<file path="config.mk">
export PLATFORM = sky130hd
export DESIGN_NAME = vape_region_cfg_ctrl_flat
export DESIGN_NICKNAME = d
export VERILOG_FILES = /design/src/rtl/vape_region_cfg_ctrl_if.sv /design/src/rtl/vape_region_cfg_ctrl.sv /design/src/flat_wrapper.sv
export SDC_FILE = /design/constraint.sdc
export NUM_CORES = 1
export LEC_CHECK = 0
export BUFFER_PORTS_ARGS = -buffer_cell sky130_fd_sc_hd__buf_2
export CAP_MARGIN = 10
export CORE_MARGIN = 1.5
export CORE_UTILIZATION = 55
export DETAILED_ROUTE_END_ITERATION = 6
export PLACE_DENSITY_LB_ADDON = 0.15
export SYNTH_ARGS = -nofsm -noshare
export SYNTH_HDL_FRONTEND = slang
export SYNTH_SLANG_ARGS = --single-unit
</file>
<file path="constraint.sdc">
create_clock -name clk -period 3.3 [get_ports clk]
set_input_delay 0.33 -clock clk [delete_from_list [all_inputs] [get_ports clk]]
set_output_delay 0.33 -clock clk [all_outputs]
set_load 0.01 [all_outputs]
</file>
<file path="src/rtl/vape_region_cfg_ctrl_if.sv">
// CPU data-bus view of the VAPE region configuration window.
// master: CPU side (drives strobes/address/data); slave: register block.
interface vape_region_cfg_ctrl_if;
  logic        data_en;
  logic        data_wr;
  logic [15:0] data_addr;
  logic [15:0] data_wdata;
`ifdef VAPE_CFG_READBACK_EN
  logic [15:0] data_rdata;
`endif

  modport master (
    output data_en,
    output data_wr,
    output data_addr,
    output data_wdata
`ifdef VAPE_CFG_READBACK_EN
    ,
    input  data_rdata
`endif
  );

  modport slave (
    input  data_en,
    input  data_wr,
    input  data_addr,
    input  data_wdata
`ifdef VAPE_CFG_READBACK_EN
    ,
    output data_rdata
`endif
  );
endinterface

</file>
<file path="src/rtl/vape_region_cfg_ctrl.sv">
// VAPE/ASAP region config + lifecycle controller (ER/OR bounds, commit/lock).
// Ports: clk, puc (async high reset), pc, exec_in, bus (cfg window),
// ER/OR bounds out, state, cfg_err, cfg_locked.
// Optional: VAPE_CFG_READBACK_EN adds bus.data_rdata register readback.
module vape_region_cfg_ctrl #(
  parameter logic [15:0] CFG_BASE = 16'h0190,
  parameter logic [15:0] ER_RST   = 16'hFFFE,
  parameter logic [15:0] OR_RST   = 16'hFFFE
) (
  input  logic                          clk,
  input  logic                          puc,
  input  logic [15:0]                   pc,
  input  logic                          exec_in,
  vape_region_cfg_ctrl_if.slave         bus,
  output logic [15:0]                   ER_min,
  output logic [15:0]                   ER_max,
  output logic [15:0]                   OR_min,
  output logic [15:0]                   OR_max,
  output logic [2:0]                    state,
  output logic                          cfg_err,
  output logic                          cfg_locked
);

  typedef enum logic [2:0] {
    ST_IDLE    = 3'd0,
    ST_ARMED   = 3'd1,
    ST_RUNNING = 3'd2,
    ST_DONE    = 3'd3,
    ST_FAULT   = 3'd4
  } state_e;

  state_e      state_q, state_d;
  logic [15:0] er_min_q, er_min_d;
  logic [15:0] er_max_q, er_max_d;
  logic [15:0] or_min_q, or_min_d;
  logic [15:0] or_max_q, or_max_d;
  logic        cfg_err_q, cfg_err_d;

  // Word offset into the window; wraps for addresses below CFG_BASE.
  logic [14:0] off;
  logic        in_win;
  logic        wr;
  logic        ctrl_wr;
  logic        commit;
  logic        clear;
  logic        cfg_ok;
  logic        unused_addr0;

  assign off     = bus.data_addr[15:1] - CFG_BASE[15:1];
  assign in_win  = off < 15'd6;
  assign wr      = bus.data_en & bus.data_wr & in_win;
  assign ctrl_wr = wr & (off == 15'd4);
  assign clear   = ctrl_wr & bus.data_wdata[1];
  assign commit  = ctrl_wr & bus.data_wdata[0] & ~bus.data_wdata[1];
  assign unused_addr0 = bus.data_addr[0];

  // Bounds must be ordered, ER word-aligned, and OR disjoint from ER.
  assign cfg_ok = (er_min_q <= er_max_q) &
                  (or_min_q <= or_max_q) &
                  ~er_min_q[0] & ~er_max_q[0] &
                  ((or_max_q < er_min_q) | (or_min_q > er_max_q));

  always_comb begin
    state_d   = state_q;
    cfg_err_d = cfg_err_q;
    er_min_d  = er_min_q;
    er_max_d  = er_max_q;
    or_min_d  = or_min_q;
    or_max_d  = or_max_q;
    unique case (state_q)
      ST_IDLE: begin
        if (wr) begin
          unique case (1'b1)
            (off == 15'd0): er_min_d = bus.data_wdata;
            (off == 15'd1): er_max_d = bus.data_wdata;
            (off == 15'd2): or_min_d = bus.data_wdata;
            (off == 15'd3): or_max_d = bus.data_wdata;
            default: ;
          endcase
        end
        if (commit) begin
          if (cfg_ok) begin
            state_d   = ST_ARMED;
            cfg_err_d = 1'b0;
          end else begin
            cfg_err_d = 1'b1;
          end
        end
      end
      ST_ARMED: begin
        if (!exec_in) begin
          state_d = ST_FAULT;
        end else if (clear) begin
          state_d   = ST_IDLE;
          cfg_err_d = 1'b0;
        end else if (pc == er_min_q) begin
          state_d = ST_RUNNING;
        end
      end
      ST_RUNNING: begin
        if (!exec_in) begin
          state_d = ST_FAULT;
        end else if (pc == er_max_q) begin
          state_d = ST_DONE;
        end
      end
      ST_DONE, ST_FAULT: begin
        if (clear) begin
          state_d   = ST_IDLE;
          cfg_err_d = 1'b0;
        end
      end
      default: begin
        state_d = ST_IDLE;
      end
    endcase
  end

  always_ff @(posedge clk or posedge puc) begin
    if (puc) begin
      state_q   <= ST_IDLE;
      cfg_err_q <= 1'b0;
      er_min_q  <= ER_RST;
      er_max_q  <= ER_RST;
      or_min_q  <= OR_RST;
      or_max_q  <= OR_RST;
    end else begin
      state_q   <= state_d;
      cfg_err_q <= cfg_err_d;
      er_min_q  <= er_min_d;
      er_max_q  <= er_max_d;
      or_min_q  <= or_min_d;
      or_max_q  <= or_max_d;
    end
  end

  assign ER_min     = er_min_q;
  assign ER_max     = er_max_q;
  assign OR_min     = or_min_q;
  assign OR_max     = or_max_q;
  assign state      = state_q;
  assign cfg_err    = cfg_err_q;
  assign cfg_locked = (state_q == ST_ARMED) | (state_q == ST_RUNNING);

`ifdef VAPE_CFG_READBACK_EN
  logic [15:0] rdata_q, rdata_d;
  logic        rd;

  assign rd = bus.data_en & ~bus.data_wr & in_win;

  always_comb begin
    rdata_d = 16'h0000;
    if (rd) begin
      unique case (1'b1)
        (off == 15'd0): rdata_d = er_min_q;
        (off == 15'd1): rdata_d = er_max_q;
        (off == 15'd2): rdata_d = or_min_q;
        (off == 15'd3): rdata_d = or_max_q;
        (off == 15'd5): rdata_d = {12'b0, cfg_err_q, state_q};
        default:        rdata_d = 16'h0000;
      endcase
    end
  end

  always_ff @(posedge clk or posedge puc) begin
    if (puc) rdata_q <= 16'h0000;
    else     rdata_q <= rdata_d;
  end

  assign bus.data_rdata = rdata_q;
`endif

endmodule

</file>
<file path="src/flat_wrapper.sv">
// flat-port wrapper written by rule: the top's interface ports become plain ports
module vape_region_cfg_ctrl_flat 
#(
  parameter logic [15:0] CFG_BASE = 16'h0190,
  parameter logic [15:0] ER_RST   = 16'hFFFE,
  parameter logic [15:0] OR_RST   = 16'hFFFE
)
  (clk, puc, pc, exec_in, ER_min, ER_max, OR_min, OR_max, state, cfg_err, cfg_locked, bus_data_en, bus_data_wr, bus_data_addr, bus_data_wdata);
  vape_region_cfg_ctrl_if bus_i ();
  input  logic clk;
  input  logic puc;
  input  logic [15:0] pc;
  input  logic exec_in;
  output logic [15:0] ER_min;
  output logic [15:0] ER_max;
  output logic [15:0] OR_min;
  output logic [15:0] OR_max;
  output logic [2:0] state;
  output logic cfg_err;
  output logic cfg_locked;
  input wire logic [$bits(bus_i.data_en)-1:0] bus_data_en;
  input wire logic [$bits(bus_i.data_wr)-1:0] bus_data_wr;
  input wire logic [$bits(bus_i.data_addr)-1:0] bus_data_addr;
  input wire logic [$bits(bus_i.data_wdata)-1:0] bus_data_wdata;
  assign bus_i.data_en = bus_data_en;
  assign bus_i.data_wr = bus_data_wr;
  assign bus_i.data_addr = bus_data_addr;
  assign bus_i.data_wdata = bus_data_wdata;
  vape_region_cfg_ctrl #(.CFG_BASE(CFG_BASE), .ER_RST(ER_RST), .OR_RST(OR_RST)) u_core (.clk(clk), .puc(puc), .pc(pc), .exec_in(exec_in), .bus(bus_i), .ER_min(ER_min), .ER_max(ER_max), .OR_min(OR_min), .OR_max(OR_max), .state(state), .cfg_err(cfg_err), .cfg_locked(cfg_locked));
endmodule
</file>
# == Word-level counts from Yosys, hierarchy flattened ==
# Index checks and enable logic that the tools add are counted.
# classes
n_mux,14
add_sub_neg,1
n_eq_ne,16
n_reduce_logical,10
order_cmp,5
bitwise,15
# ops
op,count
16-bit equality test,2
16-bit <= comparator,2
"15-bit by 2-bit equality test with 1-bit output, second input constant",2
3-bit 2-to-1 mux,8
16-bit greater-than comparator,1
16-bit < comparator,1
"15-bit by 1-bit equality test with 1-bit output, second input constant",1
"15-bit by 3-bit equality test with 1-bit output, second input constant",1
15-bit zero test,1
"15-bit by 3-bit < comparator with 1-bit output, second input constant",1
3-bit AND reduction,5
"15-bit by 8-bit subtractor with 15-bit output, second input constant",1
3-bit case mux with 4 select lines,1
1-bit AND,10
"3-bit by 2-bit equality test with 1-bit output, second input constant",2
"2-bit by 1-bit inequality test with 1-bit output, second input constant",3
5-bit AND reduction,1
1-bit 2-to-1 mux,4
"4-bit by 2-bit inequality test with 1-bit output, second input constant",1
"3-bit by 1-bit equality test with 1-bit output, second input constant",1
"3-bit equality test, second input constant",1
3-bit zero test,1
"3-bit by 2-bit inequality test with 1-bit output, second input constant",1
1-bit inverter,3
5 further kinds,6
# word_totals
reg_bits,68
elab_cells,67
in_bits,53
out_inout_bits,69

# == Depth between registers and ports, before layout ==
# logic_depth
word_depth,8
ltp_mapped,12
ltp_nobuf,9

# == Worst setup path after synthesis ==
# Ideal clock, no wire load.
# synth_timing
path_type,input to register
start,input port bus_data_addr[5]
end,register u_core.or_min_q[1] (netlist: u_core.OR_min[1])
n_path_buf,3
path_stages,9
setup_slack_ns,0.775
setup_time_ns,0.082
t_required_ns,3.218
arrival_time_ns,2.442
path_cell_list,or3_1 -> a211o_1 -> a2111oi_4 -> and4b_1 -> buf_6 -> and3b_1 -> buf_6 -> buf_12 -> mux2_4
# synth_via
elab_chain_cells,4
word_cells_on_any_way,5
classes_between,add/sub (1); order compare (1); eq/ne (1); bitwise (1); reduce/logical (1)
# synth_rtl
element,line,rtl
from (decl),flat_wrapper.sv:23,input wire logic [$bits(bus_i.data_addr)-1:0] bus_data_addr;
15-bit by 8-bit subtractor with 15-bit output *,vape_region_cfg_ctrl.sv:49,assign off = bus.data_addr[15:1] - CFG_BASE[15:1];
15-bit by 3-bit < comparator with 1-bit output,vape_region_cfg_ctrl.sv:50,assign in_win = off < 15'd6;
1-bit AND,vape_region_cfg_ctrl.sv:51,assign wr = bus.data_en & bus.data_wr & in_win;
3-bit AND reduction (no line) *,n/a,
to (signal assigned),vape_region_cfg_ctrl.sv:132,or_min_q <= or_min_d;
to (decl),vape_region_cfg_ctrl.sv:35,"logic [15:0] or_min_q, or_min_d;"
# Mark *: on every way between the ends. The rest lies on a longest branch, timed or not.
# A chain may end at the register's enable or synchronous reset.

# == Worst setup path in the final report ==
# layout_timing
start,register u_core.or_max_q[14] (netlist: u_core.OR_max[14])
end,register u_core.state_q[0] (netlist: u_core.state[0])
# layout_via
elab_chain_cells,7
word_cells_on_any_way,9
classes_between,order compare (2); eq/ne (1); bitwise (5); reduce/logical (1)
# layout_rtl
element,line,rtl
from (decl),vape_region_cfg_ctrl.sv:36,"logic [15:0] or_max_q, or_max_d;"
from (signal assigned),vape_region_cfg_ctrl.sv:133,or_max_q <= or_max_d;
16-bit <= comparator,vape_region_cfg_ctrl.sv:59,(or_min_q <= or_max_q) &
1-bit AND,vape_region_cfg_ctrl.sv:58,assign cfg_ok = (er_min_q <= er_max_q) &
1-bit AND,vape_region_cfg_ctrl.sv:59,
1-bit AND,vape_region_cfg_ctrl.sv:60,~er_min_q[0] & ~er_max_q[0] &
1-bit AND *,vape_region_cfg_ctrl.sv:60,
2-bit by 1-bit inequality test with 1-bit output (no line) *,n/a,
5-bit AND reduction (no line) *,n/a,
to (signal assigned),vape_region_cfg_ctrl.sv:128,state_q <= state_d;
to (decl),vape_region_cfg_ctrl.sv:32,"state_e state_q, state_d;"
# Marks and branches as above.

==> run metrics <==
Top Ports=122; Syn Area/Cell=approximately 11 sq um; Starting Density=57.3%; Finished Layout Cells=710; cts bufs inserted=9; power per cell area=285 mW/mm^2; Synth area leader=dfstp_2; status=finished with violations; Total GRT Usage=27.3%; Synth Instances=between 400 and 500; commonest cells in the netlist=ha_1, dfstp_2, inv_1; Min Hold Slack=roughly 0.23 ns; synthesized net count=around 590; DR iter-0 viols=182; RSZ-0062 raised after global routing=false; Psw=0.446 mW; FF/Latch Area=0.00178 sq mm; share of layout cells above drive strength 1=44.4%; initial antenna violation count=0; final core occ=around two thirds; final hold viol count=0; CP arrival=3.03 ns; Max-Cap Viols=0; Die Y-Extent=98.8 um; num rows=34; ANT nets after route=0; Residual DRC=8; # diodes=0; Seq/Total Area, Yosys=35.2%; multi-input combinational cell area=0.00298 sq mm; Hold Crit Class=input port to async pin; Synth Register Bits=68; most used flip-flop cell after synthesis=dfstp_2; Slew HR=33.9%; Area contributors post-synth=dfstp_2, ha_1, mux2_2, mux2_4, inv_1; area post-placement=about 0.0057 sq mm; global route overflow=0; top-area cell type share of the netlist area=31.3%; R2R setup slack=about 0.56 ns; Die X=roughly 99 um; crit share post-route=~83%; top-count cell post-synth=ha_1; Gate power share=7.3%; H-tree depth=3; CTS Root Cell=clkbuf_8; drt wl/cell=18.2 um; clock power share=42.8%; CP Class=flip-flop to flip-flop; fin crit period=between 2 and 3 ns; Final Slew Violations=0; Yosys cell types=52; Die ar.=just under 0.01 sq mm; clk_skew=0.0128 ns; Sw Ratio=26.5%; failing checks=DRC; number of buffers added on ports=120; final instance area=a little under 0.006 sq mm; critical path endpoint=u_core.state[0]; first-pass iteration count of the detailed router=7; first-pass GRT wire length=21000 um; clock buffer depth=2; crit-path cells=inv_1 -> ha_1 -> a21oi_1 -> nand2_1 -> a2111o_1 -> a311o_1 -> a2111oi_0 -> a22o_1 -> a32o_1; # clock sinks=just under 70; ys async rst share=100%; vias in the first global route=~4100; Slowest-stage cell, CP=dfstp_2; Slowest Stage Delay on Critical Path=0.57 ns; worst-path maximum fanout=4; maximum vdd drop=0.158 mV; via-per-instance ratio=5.75; CTS tree=done; setup ws final=0.560 ns; Worst R2R Path Depth=9; Post-Place Cells=694; wirelength, routed=12900 um; number of synthesized flops with an enable pin=0; Hold Buf Count CTS=0; Area Overhead vs Synth=17.3%; post-DP HPWL=9960 um; Place WS=0.454 ns; Worst R2R Start=u_core.OR_max[14]; final setup fails=0; CP startpoint=u_core.OR_max[14]; CTS clk-pin slew, worst paths=0.08 ns; WP data required=around 3.6 ns; DR vias=4083; CP Capture Type=flip-flop; CP startpoint kind=flip-flop; Core Region=0.00881 sq mm; Placer Congestion=1.02; part of the power in registers=49.9%; # fillers=737; worst reg2reg endpoint=u_core.state[0]; Worst Max-Slew Pin Slew=0.990 ns; post_cts resized=0; internal power=between 1 and 1.5 mW; Leak Pwr=just under 3 nW; fmax=0.365 GHz; clk_lat worst skew=around 0.36 ns; Design Power=1.68 mW; largest net degree at the start of global routing=50; synthesized area=0.00504 sq mm; Post-CTS Setup Inserts=0; Net count, final=716; yosys warns=0; Setup TNS=0 ns
layout by cell type, fill, tap and decap left out, types with 8 or more instances in the layout:
cell	n
buf_2	120
ha_1	66
dfstp_2	60
inv_1	53
mux2_2	47
a21oi_1	28
nand2_1	26
xnor2_1	17
mux2_4	16
nand4_1	16
xor2_1	16
nand3_1	13
o21ai_0	10
nor2_1	10
nor4_1	9
clkbuf_8	9
dfrtp_1	8
metal layers:
| metal | vias up | wire, um | GRT usage, % | part of all wire, % |
|---|---|---|---|---|
| met2 | 111 | 6150 | 45.3 | 48 |
| met3 | 14 | 564 | 3.40 | 4.4 |
| li1 | 1976 | - | - | - |
| met1 | 1982 | 6040 | 38.3 | 47 |
| met5 | - | 0 | 0 | 0 |
| met4 | 0 | 138 | 6.59 | 1.1 |
cell type report:
type	count	area share (%)
multi-input cells	341	50.3
flip-flops and latches	68	30.0
clock inverters	7	1.29
repair buffers	123	10.5
well taps	108	2.28
inverters	54	3.43
clock buffers	9	2.09
cells by family (layout without fill, tap and decap cells):
| group | after synthesis | count (layout) | synth area share (%) |
|---|---|---|---|
| AO/OA/AOI/OAI | 72 | 72 | 9.65 |
| adder cells (fa/ha/maj) | 66 | 66 | 16.4 |
| buffers and inverters | 63 | 193 | 5.76 |
| AND/OR/NAND/NOR | 107 | 107 | 12.0 |
| XOR/XNOR | 33 | 33 | 5.73 |
| multiplexers | 63 | 63 | 15.3 |
| flip-flops | 68 | 68 | 35.2 |
sequential cells by signal, indices dropped and copies added (netlist names):
name and count:
u_core.ER_max 16, u_core.ER_min 16, u_core.OR_max 16, u_core.OR_min 16, u_core.state 3, u_core.cfg_err 1
worst max-delay path: cells and delay by family, from the launching register on:
family	cells	cell delay, ns
buffers and inverters	1	0.05
adders and majority gates	1	0.30
and+or+nand+nor	1	0.09
AOI/OAI and AO/OA	6	1.66
DFF	1	0.57
power by group through the flow:
stage / Clock (mW) / Sequential [mW] / Combinational, mW
final: 0.720 / 0.841 / 0.123
after detailed placement: 0 / 0.854 / 0.123
after CTS: 0.723 / 0.841 / 0.124
after global routing: 0.768 / 0.842 / 0.138
after global placement: 0 / 0.854 / 0.120
after floorplan: 0 / 0.852 / 0.0539
how the worst min path moves through the flow:
stage / start / to / slack (ns) / depth (start not counted)
finish: puc / u_core.OR_max[0] / 0.23 / 2
CTS: bus_data_wdata[8] / u_core.OR_min[8] / 0.24 / 2
detailed placement: u_core.cfg_err / u_core.cfg_err / 0.51 / 1
global route: bus_data_wdata[8] / u_core.OR_min[8] / 0.25 / 2
floorplan: bus_data_wdata[0] / u_core.OR_min[0] / 0.45 / 2
global placement: u_core.cfg_err / u_core.cfg_err / 0.52 / 1
Note: power is estimated with default switching activity, not from simulation.
